==> src/rtl/stream_demux_rr_pkg.sv <==
// Shared encodings and helpers for the round-robin / direct stream demultiplexer.
package stream_demux_rr_pkg;

  localparam logic MODE_DIRECT = 1'b0;
  localparam logic MODE_RR     = 1'b1;

  localparam logic [0:0] ST_RUN   = 1'b0;
  localparam logic [0:0] ST_DRAIN = 1'b1;

  function automatic int clog2(input int n);
    int r;
    r = 0;
    while ((1 << r) < n) r++;
    return r;
  endfunction

endpackage

==> src/rtl/stream_demux_rr_slot.sv <==
// Single-entry registered holding slot: load wins over drain so a same-cycle
// drain and refill keeps the slot full with the new data.
module demux_slot #(
  parameter int DW = 8
) (
  input  logic          clk,
  input  logic          rst_n,
  input  logic          load,
  input  logic          drain,
  input  logic [DW-1:0] load_data,
  output logic          full,
  output logic [DW-1:0] data
);

  logic          full_q, full_d;
  logic [DW-1:0] data_q, data_d;

  always_comb begin
    full_d = full_q;
    data_d = data_q;
    if (load) begin
      full_d = 1'b1;
      data_d = load_data;
    end else if (drain) begin
      full_d = 1'b0;
    end
  end

  always_ff @(posedge clk or negedge rst_n) begin
    if (!rst_n) begin
      full_q <= 1'b0;
      data_q <= '0;
    end else begin
      full_q <= full_d;
      data_q <= data_d;
    end
  end

  assign full = full_q;
  assign data = data_q;

endmodule

==> src/rtl/stream_demux_rr.sv <==
// 1-to-N stream demux, DIRECT or round-robin steering, with a RUN/DRAIN FSM for
// mode changes. Optional STREAM_DEMUX_BEAT_CNT_EN adds a saturating beat counter.
module stream_demux_rr
  import stream_demux_rr_pkg::*;
#(
  parameter int N_OUT = 4,
  parameter int DW    = 8,
  parameter int SW    = 2
) (
  input  logic                clk,
  input  logic                rst_n,
  input  logic                in_valid,
  output logic                in_ready,
  input  logic [DW-1:0]       in_data,
  input  logic [SW-1:0]       in_sel,
  input  logic                mode_req,
  output logic                mode,
  output logic [N_OUT-1:0]    out_valid,
  input  logic [N_OUT-1:0]    out_ready,
  output logic [N_OUT*DW-1:0] out_data,
  output logic [SW-1:0]       rr_ptr,
  output logic                busy
`ifdef STREAM_DEMUX_BEAT_CNT_EN
  , output logic [15:0]       beat_cnt
`endif
);

  if (SW != clog2(N_OUT)) begin : g_sw_chk
    $error("SW must equal clog2(N_OUT)");
  end

  logic [0:0]                 state_q, state_d;
  logic                       mode_q, mode_d;
  logic [SW-1:0]              rr_ptr_q, rr_ptr_d;
  logic [N_OUT-1:0]           full, load, drain;
  logic [N_OUT-1:0][DW-1:0]   slot_data;
  logic [SW-1:0]              tgt;
  logic                       tgt_ok, full_tgt, ordy_tgt, accept, drain_done;

  assign tgt = (mode_q == MODE_RR) ? rr_ptr_q : in_sel;

  // Selects beyond N_OUT-1 match no slot, so tgt_ok stays low and the beat stalls.
  always_comb begin
    tgt_ok   = 1'b0;
    full_tgt = 1'b0;
    ordy_tgt = 1'b0;
    for (int k = 0; k < N_OUT; k++) begin
      if (tgt == SW'(k)) begin
        tgt_ok   = 1'b1;
        full_tgt = full[k];
        ordy_tgt = out_ready[k];
      end
    end
  end

  assign in_ready = rst_n && (state_q == ST_RUN) && tgt_ok && (!full_tgt || ordy_tgt);
  assign accept   = in_valid && in_ready;
  assign drain    = full & out_ready;

  always_comb begin
    load = '0;
    for (int k = 0; k < N_OUT; k++) load[k] = accept && (tgt == SW'(k));
  end

  for (genvar k = 0; k < N_OUT; k++) begin : g_slot
    demux_slot #(.DW(DW)) u_slot (
      .clk       (clk),
      .rst_n     (rst_n),
      .load      (load[k]),
      .drain     (drain[k]),
      .load_data (in_data),
      .full      (full[k]),
      .data      (slot_data[k])
    );
  end

  assign drain_done = (state_q == ST_DRAIN) && (full == '0);

  always_comb begin
    state_d  = state_q;
    mode_d   = mode_q;
    rr_ptr_d = rr_ptr_q;
    if (accept && (mode_q == MODE_RR))
      rr_ptr_d = (rr_ptr_q == SW'(N_OUT - 1)) ? '0 : rr_ptr_q + SW'(1);
    case (state_q)
      ST_RUN:   if (mode_req != mode_q) state_d = ST_DRAIN;
      default: begin
        if (drain_done) begin
          state_d  = ST_RUN;
          mode_d   = mode_req;
          rr_ptr_d = '0;
        end
      end
    endcase
  end

  always_ff @(posedge clk or negedge rst_n) begin
    if (!rst_n) begin
      state_q  <= ST_RUN;
      mode_q   <= MODE_DIRECT;
      rr_ptr_q <= '0;
    end else begin
      state_q  <= state_d;
      mode_q   <= mode_d;
      rr_ptr_q <= rr_ptr_d;
    end
  end

`ifdef STREAM_DEMUX_BEAT_CNT_EN
  logic [15:0] beat_cnt_q, beat_cnt_d;

  always_comb begin
    beat_cnt_d = beat_cnt_q;
    if (drain_done)
      beat_cnt_d = '0;
    else if (accept && (beat_cnt_q != 16'hFFFF))
      beat_cnt_d = beat_cnt_q + 16'd1;
  end

  always_ff @(posedge clk or negedge rst_n) begin
    if (!rst_n) beat_cnt_q <= '0;
    else        beat_cnt_q <= beat_cnt_d;
  end

  assign beat_cnt = beat_cnt_q;
`endif

  assign mode      = mode_q;
  assign rr_ptr    = rr_ptr_q;
  assign busy      = (state_q == ST_DRAIN);
  assign out_valid = full;
  assign out_data  = slot_data;

endmodule

==> config.mk <==
export PLATFORM = sky130hd
export DESIGN_NAME = stream_demux_rr
export DESIGN_NICKNAME = d
export VERILOG_FILES = /design/src/rtl/stream_demux_rr_pkg.sv /design/src/rtl/stream_demux_rr_slot.sv /design/src/rtl/stream_demux_rr.sv
export SDC_FILE = /design/constraint.sdc
export NUM_CORES = 1
export LEC_CHECK = 0
export CORE_MARGIN = 2
export CORE_UTILIZATION = 40
export CTS_CLUSTER_DIAMETER = 80
export CTS_CLUSTER_SIZE = 40
export DETAILED_ROUTE_END_ITERATION = 8
export PLACE_DENSITY = 0.8
export SYNTH_ARGS = -nofsm -noshare
export SYNTH_HDL_FRONTEND = slang
export SYNTH_HIERARCHICAL = 1
export SYNTH_SLANG_ARGS = --single-unit
==> constraint.sdc <==
create_clock -name clk -period 1.9 [get_ports clk]
set_input_delay 0.285 -clock clk [delete_from_list [all_inputs] [get_ports clk]]
set_output_delay 0.285 -clock clk [all_outputs]
set_load 0.05 [all_outputs]
==> results of run 1 <==
-- repair_timing --
item,in CTS,in global routing
setup endpoints to repair,39,40
gates resized for setup,16,5
setup buffers,2,2
pin swaps,3,4
hold buffers,0,0
-- registers in the layout (all words and copies together), names as in the netlist --
name                count
g_slot.u_slot/data     32
g_slot.u_slot/full      4
rr_ptr                  2
busy                    1
mode                    1
-- cells by family after synthesis --
family,Yosys count
buffers and inverters,12
xor gates and xnor gates,1
adders and majority gates,1
muxes,35
and+or+nand+nor,22
AOI/OAI and AO/OA,15
DFF,40
-- path summary, 6_finish.rpt --
check / slack, ns / cells past startpoint / end / from
worst max-delay path: -0.24 / 7 / g_slot[3].u_slot/data[6] / mode
max in group asynchronous: 1.48 / 2 / rr_ptr[1] / rst_n
worst min-delay path: 0.06 / 2 / g_slot[0].u_slot/data[2] / rst_n
worst min register to register: 0.51 / 1 / g_slot[2].u_slot/data[5] / g_slot[2].u_slot/data[5]
worst max register to register: -0.24 / 7 / g_slot[3].u_slot/data[6] / mode
min in group clk: 0.51 / 1 / g_slot[2].u_slot/data[5] / g_slot[2].u_slot/data[5]
-- worst max-delay path, stage by stage, from the launching register on --
cell                       delay (ns)
sky130_fd_sc_hd__dfrtp_2         0.47
sky130_fd_sc_hd__nand3b_1        0.17
sky130_fd_sc_hd__o31ai_4         0.11
sky130_fd_sc_hd__a222oi_1        0.40
sky130_fd_sc_hd__o21a_4          0.22
sky130_fd_sc_hd__and3_4          0.22
sky130_fd_sc_hd__buf_12          0.13
sky130_fd_sc_hd__mux2_4          0.29
-- layout make-up --
class | instances | area (um^2)
tap | 52 | 65.1
clock buffer | 5 | 68.8
timing repair buffer | 81 | 785
multi-input combinational | 74 | 845
fill | 331 | 1610
inverter | 7 | 26.3
sequential | 40 | 1000
clock inverter | 3 | 42.5
-- per-layer routing --
metal,part of all wire,GRT usage,vias up
li1,-,-,611
met1,0.43,0.227,658
met2,0.49,0.302,51
met3,0.067,0.0528,7
met4,0.013,0.0617,0
met5,0,0,-
-- per-stage QoR --
step	instance area, um^2	util	total power, uW	TNS [ns]	instances
4_1_cts	2800	0.630	5890	-7.37	260
3_5_place_dp	2630	0.591	5120	-24.67	250
2_1_floorplan	1890	-	3870	-16.18	126
6_report	2840	0.638	5890	-7.92	262
5_1_grt	2840	0.638	6140	-11.02	262
3_3_place_gp	2630	0.591	5040	-21.89	250
-- power breakdown --
group / leakage, uW / total (uW) / internal (uW) / switching [uW]
combinational: 0.000770 / 3650 / 1550 / 2100
clock: 0.0000541 / 692 / 388 / 303
sequential: 0.000497 / 1550 / 1260 / 284
-- layout by cell type, fill, tap and decap left out, drive strengths merged, types with 2 or more instances in the layout --
| cell type | netlist | layout |
|---|---|---|
| a21o | 4 | 4 |
| buf | 5 | 29 |
| mux2i | 2 | 2 |
| dlymetal6s2s | 0 | 2 |
| clkbuf | 0 | 5 |
| o22ai | 2 | 2 |
| nor2 | 3 | 3 |
| clkdlybuf4s50 | 0 | 47 |
| and2 | 4 | 4 |
| and3 | 4 | 4 |
| dlygate4sd2 | 0 | 3 |
| o21a | 2 | 2 |
| nand2 | 6 | 6 |
| mux2 | 33 | 33 |
| inv | 7 | 7 |
| dfrtp | 40 | 40 |
==> metrics.md, run 1 <==
| Metric | Value |
|---|---|
| Synthesized cell area | 1880 um^2 |
| Minimum hold slack | 0.0566 ns |
| Number of design-rule violations left by the first detailed-router iteration | 69 |
| Most area-hungry cell type in the Yosys netlist | sky130_fd_sc_hd__dfrtp_1 |
| Final Critical Period | 2.14 ns |
| Run status | finished, violations left |
| Post-Synthesis Cells | 126 |
| Maximum VDD drop | 1.49 mV |
| Fraction of final layout cells with drive strength greater than 1 | 0.424 |
| Synthesized net count | between 100 and 150 |
| Number of clock sinks | 40 |
| Number of iterations in the first detailed-routing pass | 4 |
| Worst Setup Slack, final | -0.240 ns |
| Area share of the leading cell type in the synthesized netlist | 0.533 |
| Area growth, synth to finish | 51.0% |
| Type of element launching the critical path | register |
| Core outline area | 4440 um^2 |
| H-tree levels | 2 |
| Die Span X | 72.5 um |
| Clock transition at path regs | about 0.08 ns |
| Synth Register Bits | 40 |
| Clock latency on the worst-skew pair | 0.30 ns |
| Achievable clock frequency | 467 MHz |
| # port buffers | 58 |
| Data arrival at the endpoint of the critical path | 2.32 ns |
| Vias | approximately 1300 |
| Number of distinct standard cells referenced by the synthesized netlist | 29 |
| Maximum number of pins on one net before global-route repair | 41 |
| Number of antenna violations at the first check in global routing | 0 |
| Number of top-level pins | 59 |
| Setup crit end kind | register |
| Dominant combinational cell family by area after synthesis | multiplexers |
| Final number of setup-violating endpoints | 39 |
| Final worst-path cycle share | 1.13 |
| Initial cell density of the core | 0.423 |
| Start-to-end type of the worst setup path | reg2reg |
| Hold Path Class | in2async |
| Cell leakage power | 0.00132 uW |
| Post-synth ARST share | 1.00 |
| Last weighted congestion value of the routability-driven placer | 0.824 |
| Max-cap check violation count | 0 |
| Most used DFF post-synth | sky130_fd_sc_hd__dfrtp_1 |
| Mux contribution to synthesized area | 0.272 |
| DR vias/cell | 5.06 |
| Number of synthesized flops with an enable pin | 0 |
| Clock buffers created by TritonCTS | 5 |
| DR WL/cell | ~17 um |
| Remaining design rule violation count | 0 |
| Final number of max-transition violations | 0 |
| Routed WL | 4.45 mm |
| Post-DP HPWL | 3.26 mm |
| Wire length of the first global-routing pass | between 7 and 8 mm |
| Portion of the post-synthesis area used by sequential elements | 0.533 |
| Compound-gate portion of the synthesized area | 0.0753 |
| Most frequent cell after synthesis | sky130_fd_sc_hd__dfrtp_1 |
| Full die area | between 5000 and 6000 um^2 |
| Cell types with the largest area share after synthesis | sky130_fd_sc_hd__dfrtp_1 (53%), sky130_fd_sc_hd__mux2_4 (26%), sky130_fd_sc_hd__buf_6 (3.0%) |
| Total count of hold-check failures in the final report | 0 |
| Violations in the final reports | setup timing |
| Number of buffers on the longest clock path | 2 |
| TritonCTS clock tree | done |
| Pwr dens | just over 2000 nW/um^2 |
| Headroom to the max-slew limit | 0.657 |
| Critical path fanouts, max | 8 |
| Via count of the first global-routing pass | between 1000 and 1500 |
| Nets@finish | 228 |
| Required @ worst endpoint | 2.08 ns |
| Diode insertion count for antenna repair | 0 |
| Global route total overflow | 0 |
| Num rows | 24 |
| Pre-CTS WS | -0.834 ns |
| Overall track demand over capacity in global routing | 0.182 |
| RSZ-0062 raised after global routing | yes |
| Actual transition at the worst max-transition pin | 0.512 ns |
| Mean area per synthesized cell | 14.9 um^2 |
| Setup clock skew after layout | 0.00684 ns |
| Remaining antenna violation count | 0 |
| Number of warning messages in the yosys log | 6 |
| Vertical die dimension | between 70 and 80 um |
| Synthesized-area fraction occupied by xor and xnor cells | 0.00466 |
| Post-Synth Simple-Gate Area | 0.0640 |
| Ranking of synthesized cells by instance count | sky130_fd_sc_hd__dfrtp_1 (40), sky130_fd_sc_hd__mux2_4 (32), sky130_fd_sc_hd__inv_1 (7) |
| Adder-cell share of the synthesized area | 0.00666 |
| Clk root buf | sky130_fd_sc_hd__clkbuf_8 |
No activity file was read; power rests on OpenSTA's default activity.
==> run 2, diff against run 1 <==
SKIP_LAST_GASP = 1   (was not set)
==> results of run 2 <==
Same layout as run 1: the final DEF is identical, and so are final timing and power.
==> run 3, diff against run 2 <==
TNS_END_PERCENT = 50   (was not set)
==> run 3 against run 2 <==
Against the previous run:
- the flow still finishes with violations (setup timing)
- global-route usage increased by 0.46 points
- count of clock-buffer cells in the layout is 1 higher
- cell count shrank 1.5%
- combinational power decreased by 3%
- sequential power about the same
- clock power decreased by 2%
- clock skew shrank 0.0029 ns
- setup slack got worse by 0.017 ns
- highest routed layer unchanged
==> metrics.md, run 3 (synthesis results as in run 1) <==
| Metric | Value |
|---|---|
| Number of antenna violations at the first check in global routing | 0 |
| H-tree levels | 2 |
| Diode insertion count for antenna repair | 0 |
| Headroom to the max-slew limit | 0.656 |
| Type of element launching the critical path | register |
| Cell leakage power | approximately 0.0013 uW |
| Pwr dens | 2080 nW/um^2 |
| Most common cell after layout, fill and taps aside | sky130_fd_sc_hd__clkdlybuf4s50_1 |
| Number of top-level pins | between 50 and 60 |
| Actual transition at the worst max-transition pin | ~0.5 ns |
| Die Span X | 72.5 um |
| Clock transition at path regs | 0.08 ns |
| Run status | finished, violations left |
| Hold Path Class | in2async |
| Worst-path cell with the longest stage delay | sky130_fd_sc_hd__dfrtp_2 |
| Total count of hold-check failures in the final report | 0 |
| Last weighted congestion value of the routability-driven placer | 0.957 |
| Max incr delay on CP | roughly 0.45 ns |
| # port buffers | 58 |
| Maximum VDD drop | 1.62 mV |
| Routed WL | 4.49 mm |
| Num rows | 24 |
| Setup crit end kind | output port |
| Non-Filler Cell Area, Final | 2800 um^2 |
| Wire length of the first global-routing pass | ~7.4 mm |
| Most frequent cells in the layout | sky130_fd_sc_hd__clkdlybuf4s50_1 (50), sky130_fd_sc_hd__dfrtp_1 (37), sky130_fd_sc_hd__mux2_4 (32) |
| DR vias/cell | 5.08 |
| RSZ-0062 raised after global routing | yes |
| Data arrival at the endpoint of the critical path | roughly 1.9 ns |
| Max-cap check violation count | 0 |
| Switching power of the nets | 2670 uW |
| TritonCTS clock tree | done |
| Remaining antenna violation count | 0 |
| Core outline area | about 4400 um^2 |
| Global route total overflow | 0 |
| Fillers | 346 |
| Cell-internal power | between 3000 and 4000 uW |
| Post-DP HPWL | between 3 and 4 mm |
| Via count of the first global-routing pass | approximately 1400 |
| Number of clock sinks | 40 |
| Start-to-end type of the worst setup path | reg2out |
| Critical path buffer and inverter count | 2 |
| Clock share of power | 0.116 |
| Setup clock skew after layout | 0.00399 ns |
| Achievable clock frequency | 464 MHz |
| Gate family responsible for the most delay along the worst path | compound AO/OA/AOI/OAI gates |
| Final number of setup-violating endpoints | 37 |
| Sequential power share | 0.272 |
| Clock latency on the worst-skew pair | 0.29 ns |
| Vertical die dimension | 72.5 um |
| Number of flip-flops in the largest register | 32 |
| Violations in the final reports | setup timing |
| Required @ worst endpoint | 1.62 ns |
| Vias | 1310 |
| Final number of max-transition violations | 0 |
| Final Critical Period | roughly 2.2 ns |
| Remaining design rule violation count | 0 |
| Initial cell density of the core | 0.423 |
| Switch share | 0.459 |
| Full die area | 5260 um^2 |
| Number of iterations in the first detailed-routing pass | 5 |
| Maximum number of pins on one net before global-route repair | 41 |
| Clk root buf | sky130_fd_sc_hd__clkbuf_8 |
| Cell area after placement | between 2000 and 3000 um^2 |
| Minimum hold slack | 0.0759 ns |
| Final worst-path cycle share | 1.13 |
| Number of buffers on the longest clock path | 2 |
| Clock buffers created by TritonCTS | 5 |
| Critical-path cell list | nand2b_1 -> o32ai_2 -> a221o_1 -> o21a_2 -> buf_6 -> buf_12 |
| Overall track demand over capacity in global routing | 0.187 |
| Part of the total power dissipated in combinational logic | 0.612 |
| DR WL/cell | ~17 um |
| Fraction of final layout cells with drive strength greater than 1 | 0.393 |
| Nets@finish | 224 |
| Critical path fanouts, max | 8 |
| Area growth, synth to finish | 48.8% |
| Number of design-rule violations left by the first detailed-router iteration | 70 |
| Worst Setup Slack, final | -0.256 ns |
## run 3: cell types whose count changed in the layout (fill, tap and decap cells not counted), moves of 2 or more
cell                              delta
sky130_fd_sc_hd__dlymetal6s2s_1      -2
sky130_fd_sc_hd__buf_8               -2
sky130_fd_sc_hd__buf_4               -4
sky130_fd_sc_hd__buf_12              +3
sky130_fd_sc_hd__and3_4              -3
sky130_fd_sc_hd__clkdlybuf4s50_1     +3
sky130_fd_sc_hd__and3_1              +3
## run 3: area by class of cell
type,count,area (um^2),area share
Clock buffer,6,72.6,0.0260
Clock inverter,2,35.0,0.0125
Inverter,7,26.3,0.00940
Multi-Input combinational cell,74,822,0.294
Sequential cell,40,1000,0.359
Tap cell,52,65.1,0.0233
Timing Repair Buffer,77,769,0.275
## run 3: power by group through the flow
stage          Clock, uW  Combinational, uW  Sequential, uW
4_1_cts              700               3560            1580
5_1_grt              731               3710            1630
2_1_floorplan          0                913            2950
3_5_place_dp           0               3520            1580
3_3_place_gp           0               3470            1550
6_report             677               3550            1580
## run 3: final timing paths
check                      slack (ns)                  endpoint                startpoint  cells after the start
setup reg to reg                -0.24  g_slot[2].u_slot/data[4]                      mode                      7
setup / recovery                -0.26                  in_ready                 rr_ptr[0]                      6
hold reg to reg                  0.51  g_slot[3].u_slot/data[3]  g_slot[3].u_slot/data[3]                      1
max in group asynchronous        1.46                 rr_ptr[0]                     rst_n                      2
hold / removal                   0.08  g_slot[1].u_slot/data[2]                     rst_n                      2
min in group clk                 0.51  g_slot[3].u_slot/data[3]  g_slot[3].u_slot/data[3]                      1
## run 3: through the flow
step	total power, uW	util	TNS [ns]	cells	setup slack, ns
3_5_place_dp	5100	0.597	-20.74	249	-0.587
6_report	5810	0.629	-7.55	258	-0.256
4_1_cts	5840	0.629	-7.88	258	-0.269
5_1_grt	6070	0.629	-12.28	258	-0.389
2_1_floorplan	3860	-	-18.04	126	-0.523
3_3_place_gp	5020	0.597	-19.02	249	-0.535
## run 3: layer usage
metal,global-route usage,up-vias,share of wire
met4,0.0638,0,0.0060
met1,0.235,650,0.45
met2,0.312,57,0.49
met3,0.0472,3,0.055
met5,0,-,0
li1,-,600,-
## run 3: what timing repair did
action,in CTS,in global routing
endpoints found under the setup margin,37,41
pin swaps,3,2
resized for setup,9,0
setup buffers,1,0
hold buffers,0,0
